$ cat src/rtl/tlc_fsm_if.sv
// Signal bundle between the traffic-light controller and its environment
// (tick strobe, latched requests in; lamps, arrows and debug state out).
interface tlc_fsm_if;
  logic       TICK;
  logic       HS;
  logic       FS;
  logic [2:0] HLIGHT;
  logic [2:0] FLIGHT;
  logic       HLEFT;
  logic       FLEFT;
  logic [2:0] STATE;

  modport master (
    input  TICK, HS, FS,
    output HLIGHT, FLIGHT, HLEFT, FLEFT, STATE
  );

  modport slave (
    output TICK, HS, FS,
    input  HLIGHT, FLIGHT, HLEFT, FLEFT, STATE
  );
endinterface

$ cat src/rtl/tlc_fsm.sv
// Highway/farm-road traffic-light sequencer: HG -> HY -> (HL) -> (FL -> FG -> FY) -> HG,
// phase lengths counted in TICK strobes; all lamp outputs are registered.
module tlc_fsm #(
  parameter int unsigned HG_T   = 20,
  parameter int unsigned FG_T   = 10,
  parameter int unsigned YEL_T  = 3,
  parameter int unsigned LEFT_T = 5
) (
  input  logic      MCLK,
  input  logic      RESETN,
  tlc_fsm_if.master tl
);

  typedef enum logic [2:0] {
    HG = 3'd0,
    HY = 3'd1,
    HL = 3'd2,
    FL = 3'd3,
    FG = 3'd4,
    FY = 3'd5
  } state_e;

  localparam logic [7:0] HG_LAST   = 8'(HG_T - 1);
  localparam logic [7:0] FG_LAST   = 8'(FG_T - 1);
  localparam logic [7:0] YEL_LAST  = 8'(YEL_T - 1);
  localparam logic [7:0] LEFT_LAST = 8'(LEFT_T - 1);

  // Kept as a raw code so the unused codes 6/7 remain representable and recoverable.
  logic [2:0] state_q;
  state_e     state_d;
  logic [7:0] cnt_q, cnt_d;
  logic       min_done_q, min_done_d;
  logic [2:0] hlight_q, hlight_d;
  logic [2:0] flight_q, flight_d;
  logic       hleft_q, hleft_d;
  logic       fleft_q, fleft_d;
  logic [7:0] phase_last;
  logic       phase_end;
  logic       req;

  always_ff @(posedge MCLK or negedge RESETN) begin
    if (!RESETN) begin
      state_q    <= HG;
      cnt_q      <= '0;
      min_done_q <= 1'b0;
      hlight_q   <= 3'b001;
      flight_q   <= 3'b100;
      hleft_q    <= 1'b0;
      fleft_q    <= 1'b0;
    end else begin
      state_q    <= state_d;
      cnt_q      <= cnt_d;
      min_done_q <= min_done_d;
      hlight_q   <= hlight_d;
      flight_q   <= flight_d;
      hleft_q    <= hleft_d;
      fleft_q    <= fleft_d;
    end
  end

  always_comb begin
    phase_last = HG_LAST;
    case (state_q)
      HY, FY:  phase_last = YEL_LAST;
      HL, FL:  phase_last = LEFT_LAST;
      FG:      phase_last = FG_LAST;
      default: phase_last = HG_LAST;
    endcase
    phase_end = tl.TICK && (cnt_q == phase_last);
    req       = tl.HS || tl.FS;

    state_d    = HG;
    cnt_d      = cnt_q;
    min_done_d = min_done_q;

    case (state_q)
      HG:      state_d = ((min_done_q || phase_end) && req) ? HY : HG;
      HY:      state_d = phase_end ? (tl.HS ? HL : FL) : HY;
      HL:      state_d = phase_end ? (tl.FS ? FL : HG) : HL;
      FL:      state_d = phase_end ? FG : FL;
      FG:      state_d = phase_end ? FY : FG;
      FY:      state_d = phase_end ? HG : FY;
      default: state_d = HG;
    endcase

    // In HG the counter parks at HG_T-1 once the minimum green has elapsed.
    if (tl.TICK && !phase_end) cnt_d = cnt_q + 8'd1;
    if (phase_end && (state_q == HG)) min_done_d = 1'b1;
    if (state_d != state_q) begin
      cnt_d      = '0;
      min_done_d = 1'b0;
    end
  end

  always_comb begin
    hlight_d = 3'b100;
    flight_d = 3'b100;
    hleft_d  = 1'b0;
    fleft_d  = 1'b0;
    case (state_d)
      HG:      hlight_d = 3'b001;
      HY:      hlight_d = 3'b010;
      HL:      hleft_d  = 1'b1;
      FL:      fleft_d  = 1'b1;
      FG:      flight_d = 3'b001;
      FY:      flight_d = 3'b010;
      default: hlight_d = 3'b100;
    endcase
  end

  assign tl.STATE  = state_q;
  assign tl.HLIGHT = hlight_q;
  assign tl.FLIGHT = flight_q;
  assign tl.HLEFT  = hleft_q;
  assign tl.FLEFT  = fleft_q;

endmodule

$ cat src/flat_wrapper.sv
// flat-port wrapper written by rule: the top's interface ports become plain ports
module tlc_fsm_flat 
#(
  parameter int unsigned HG_T   = 20,
  parameter int unsigned FG_T   = 10,
  parameter int unsigned YEL_T  = 3,
  parameter int unsigned LEFT_T = 5
)
  (MCLK, RESETN, tl_TICK, tl_HS, tl_FS, tl_HLIGHT, tl_FLIGHT, tl_HLEFT, tl_FLEFT, tl_STATE);
  tlc_fsm_if tl_i ();
  input  logic MCLK;
  input  logic RESETN;
  input wire logic [$bits(tl_i.TICK)-1:0] tl_TICK;
  input wire logic [$bits(tl_i.HS)-1:0] tl_HS;
  input wire logic [$bits(tl_i.FS)-1:0] tl_FS;
  output wire logic [$bits(tl_i.HLIGHT)-1:0] tl_HLIGHT;
  output wire logic [$bits(tl_i.FLIGHT)-1:0] tl_FLIGHT;
  output wire logic [$bits(tl_i.HLEFT)-1:0] tl_HLEFT;
  output wire logic [$bits(tl_i.FLEFT)-1:0] tl_FLEFT;
  output wire logic [$bits(tl_i.STATE)-1:0] tl_STATE;
  assign tl_i.TICK = tl_TICK;
  assign tl_i.HS = tl_HS;
  assign tl_i.FS = tl_FS;
  assign tl_HLIGHT = tl_i.HLIGHT;
  assign tl_FLIGHT = tl_i.FLIGHT;
  assign tl_HLEFT = tl_i.HLEFT;
  assign tl_FLEFT = tl_i.FLEFT;
  assign tl_STATE = tl_i.STATE;
  tlc_fsm #(.HG_T(HG_T), .FG_T(FG_T), .YEL_T(YEL_T), .LEFT_T(LEFT_T)) u_core (.MCLK(MCLK), .RESETN(RESETN), .tl(tl_i));
endmodule
$ cat config.mk
export PLATFORM = sky130hd
export DESIGN_NAME = tlc_fsm_flat
export DESIGN_NICKNAME = d
export VERILOG_FILES = /design/src/rtl/tlc_fsm_if.sv /design/src/rtl/tlc_fsm.sv /design/src/flat_wrapper.sv
export SDC_FILE = /design/constraint.sdc
export NUM_CORES = 1
export LEC_CHECK = 0
export BUFFER_PORTS_ARGS = -buffer_cell sky130_fd_sc_hd__buf_2
export CAP_MARGIN = 20
export CORE_ASPECT_RATIO = 0.75
export CORE_MARGIN = 10
export CORE_UTILIZATION = 46
export CTS_BUF_LIST = sky130_fd_sc_hd__clkbuf_2
export CTS_CLUSTER_SIZE = 40
export DETAILED_ROUTE_END_ITERATION = 16
export MAX_ROUTING_LAYER = met4
export PLACE_DENSITY = 0.66
export REMOVE_ABC_BUFFERS = 1
export SYNTH_ARGS = -nofsm -noshare
export SYNTH_HDL_FRONTEND = slang
export SYNTH_SLANG_ARGS = --single-unit
$ cat constraint.sdc
create_clock -name MCLK -period 2.4 [get_ports MCLK]
set_input_delay 0.48 -clock MCLK [delete_from_list [all_inputs] [get_ports MCLK]]
set_output_delay 0.48 -clock MCLK [all_outputs]
set_load 0.02 [all_outputs]
==> run summary <==
Outcome -> finished clean
CTS Sinks -> 20
Final min period -> 2.28 ns
CTS max path bufs -> 2
Clock network power share -> 7.9%
Num CTS Buffers -> 3
Total wire length -> 3.02 mm
Worst Max-Slew Pin Slew -> 0.531 ns
Via count -> 1088
Setup CP Type -> reg2reg
RSZ-0062 raised after global routing -> no
I/O Pins -> 16
Switching pwr -> 0.882 mW
DIE HEIGHT -> 64.0 µm
EDFF count, synth -> 0
Placer Congestion -> 0.930
Root buffer cell -> clkbuf_2
Fraction of layout cells with a size suffix above 1 -> 29.3%
Crit path from -> u_core.tl.STATE[1]
Pin count of the biggest net entering global routing -> 21
Ant. Diodes -> 0
Area of placed instances -> 0.00136 mm²
Area occupied by multi-input gates -> 626 µm²
#FFs+latches synth -> 20
WL/cell -> 16.4 µm
Setup-failing EPs final -> 0
Synth Cell Area -> 0.00119 mm²
Main area contributors after synthesis -> dfrtp_1 (38%), xor2_1 (5.2%), nor3_1 (4.6%)
Clk_skew -> 0.0114 ns
Critical path startpoint category -> register
Max_cap viols -> 0
Slew Limit Fails -> 0
# port buffers -> 15
Dpl hpwl -> 2.40 mm
Overflow after GRT -> 0
Internal -> 0.934 mW
CP max FO -> 5
Type of the tightest min-delay check -> in2async
Crit path DAT -> 2.54 ns
CTS clk-pin slew, worst paths -> 0.19 ns
Core area -> 0.00238 mm²
FMAX -> 439 MHz
Initial core utilization -> 49.9%
Initial antenna violation count -> 0
Logic pwr share -> 60.1%
Pre-Repair DR Iteration Count -> 4
CTS Hold Buffers Added -> 0
Yosys cell types -> 44
Ys flop type -> dfrtp_1
Register area share after synthesis -> 42.3%
Worst r2r src -> u_core.tl.STATE[1]
PnR Total Power -> 1.82 mW
Reg power frac -> 32.0%
Post-DR vias/cell -> 5.91
# rows -> 15
Post-CTS Setup Repair Bufs -> 0
Clk_lat worst skew -> 0.34 ns
Final Hold Fails -> 0
Part of the cycle the worst path needs -> 94.9%
Synthesis Warnings -> 0
Post-route cell area -> 0.00139 mm²
Layout fillers -> 220
Layout area overhead -> 17.1%
Die Footprint -> 0.00504 mm²
Crit. End Element -> register
Syn Inst Count -> 124
Area share of the largest cell type after synthesis -> 37.9%
Layout Utilization -> 58.4%
GRT Overall Usage -> 12.9%
Post-layout net count -> 157
Die X -> 78.7 µm
Req. time, crit path -> 2.66 ns
Yosys top cell by area -> dfrtp_1
CTS H-tree depth -> 1
Syn_area_per_cell -> 9.59 µm²
Async SR Flop Fraction -> 100%
Drt drc -> 0
Pwr dens -> 1310 mW/mm²
Max-slew headroom -> 64.5%
Peak VDD IR -> 0.616 mV
ANT nets after route -> 0
Leakage -> 0.621 nW
First-pass GRT wire length -> 5.10 mm
Starting DRC count in detailed routing -> 95
Reg area -> 505 µm²
Vias in the first global route -> 1041
TritonCTS clock tree -> done
Switching Share -> 48.6%
[sequential cells by signal (all words and copies together), names as in the netlist]
register / cells
u_core.cnt_q: 8
u_core.min_done_q: 1
u_core.tl.FLEFT: 1
u_core.tl.FLIGHT: 3
u_core.tl.HLEFT: 1
u_core.tl.HLIGHT: 3
u_core.tl.STATE: 3
[path summary, 6_finish.rpt]
check                      cells after the start  slack (ns)                   to
min                                            1        0.05      u_core.cnt_q[7]
max reg2reg                                    7        0.12    u_core.min_done_q
min reg2reg                                    2        0.61      u_core.cnt_q[7]
max                                            7        0.12    u_core.min_done_q
max in group asynchronous                      1        2.00  u_core.tl.FLIGHT[2]
min in group MCLK                              4        0.56      u_core.cnt_q[3]
[cells in the mapped netlist, types with 2 or more instances]
master     count
dfrtp_1       18
nor2_1        11
nor3_1        11
nand2_1        9
xor2_1         7
inv_1          5
nand3_1        4
a21oi_1        3
mux2i_1        3
o211ai_1       3
a211oi_2       2
a2bb2oi_1      2
a31oi_1        2
and4_1         2
buf_2          2
buf_4          2
dfstp_2        2
nand2b_1       2
nand3b_1       2
nand4_1        2
nor2b_1        2
nor4_1         2
o21ai_0        2
o22ai_1        2
o31ai_1        2
or3_1          2
[per-layer routing]
metal | GRT usage (%) | up-vias | share of wire [%]
met5 | - | - | 0
met3 | 4.89 | 4 | 8.8
met1 | 17.5 | 528 | 48
met2 | 17.7 | 48 | 42
li1 | - | 508 | -
met4 | 2.90 | 0 | 1.2
[final cells by class]
| type | count | area share (%) |
|---|---|---|
| clock buffers | 3 | 1.08 |
| multi-input cells | 91 | 45.0 |
| repair buffers | 28 | 12.4 |
| clock inverters | 1 | 0.270 |
| flip-flops and latches | 20 | 36.3 |
| inverters | 7 | 1.89 |
| well taps | 34 | 3.06 |
[critical path, stage by stage, from the launching register on]
cell      delay [ns]
dfrtp_2         0.48
nand2b_1        0.23
a211oi_2        0.25
nor2_1          0.13
or4b_4          0.57
mux2i_4         0.23
inv_2           0.10
a211oi_2        0.22
[cells by family (layout without fill, tap and decap cells)]
logic type | after synthesis | after routing | share of synthesized area, %
mux | 5 | 5 | 5.37
xor+xnor | 8 | 8 | 5.89
simple gates | 52 | 52 | 22.8
fa+ha+maj | 1 | 1 | 1.05
flops | 20 | 20 | 42.3
buf+inv | 13 | 39 | 5.58
compound gates | 25 | 25 | 16.9
[through the flow]
step / std cells / setup TNS [ns] / hold WS (ns) / setup WS, ns
detailed placement: 180 / -0.00640 / 0.460 / -0.00640
finish: 184 / 0 / 0.0463 / 0.123
global placement: 180 / 0 / 0.444 / 0.0896
CTS: 184 / 0 / 0.0666 / 0.0987
floorplan: 118 / 0 / 0.184 / 0.0136
global route: 184 / 0 / 0.0527 / 0.000817
[placed cells by master (no fill, tap or decap), types with 2 or more instances in the layout]
cell | synthesis | layout
nand2_1 | 9 | 9
nand2b_1 | 2 | 2
and4_1 | 2 | 2
nor2b_1 | 2 | 2
dfstp_2 | 2 | 2
mux2i_1 | 3 | 3
a211oi_2 | 2 | 2
a21oi_1 | 3 | 3
inv_1 | 5 | 5
o211ai_1 | 3 | 3
nand3_1 | 4 | 4
nor3_1 | 11 | 11
nand3b_1 | 2 | 2
o31ai_1 | 2 | 2
nand4_1 | 2 | 2
or3_1 | 2 | 2
nor4_1 | 2 | 2
dfrtp_2 | 0 | 2
buf_2 | 2 | 15
buf_4 | 2 | 13
clkinv_1 | 1 | 2
nor2_1 | 11 | 11
o22ai_1 | 2 | 2
xor2_1 | 7 | 7
a2bb2oi_1 | 2 | 2
dfrtp_1 | 18 | 16
o21ai_0 | 2 | 2
clkbuf_2 | 0 | 3
[power by group through the flow]
stage,combinational [mW],sequential [mW],clock (mW)
finish,1.09,0.581,0.144
global route,1.19,0.603,0.162
CTS,1.09,0.576,0.146
detailed placement,1.08,0.585,0
global placement,1.05,0.576,0
floorplan,0.584,0.662,0
[timing repair]
action | CTS | global route
setup endpoints to repair | 4 | 5
pin swaps | 0 | 1
resized for setup | 1 | 2
(Power assumes the default switching activity.)
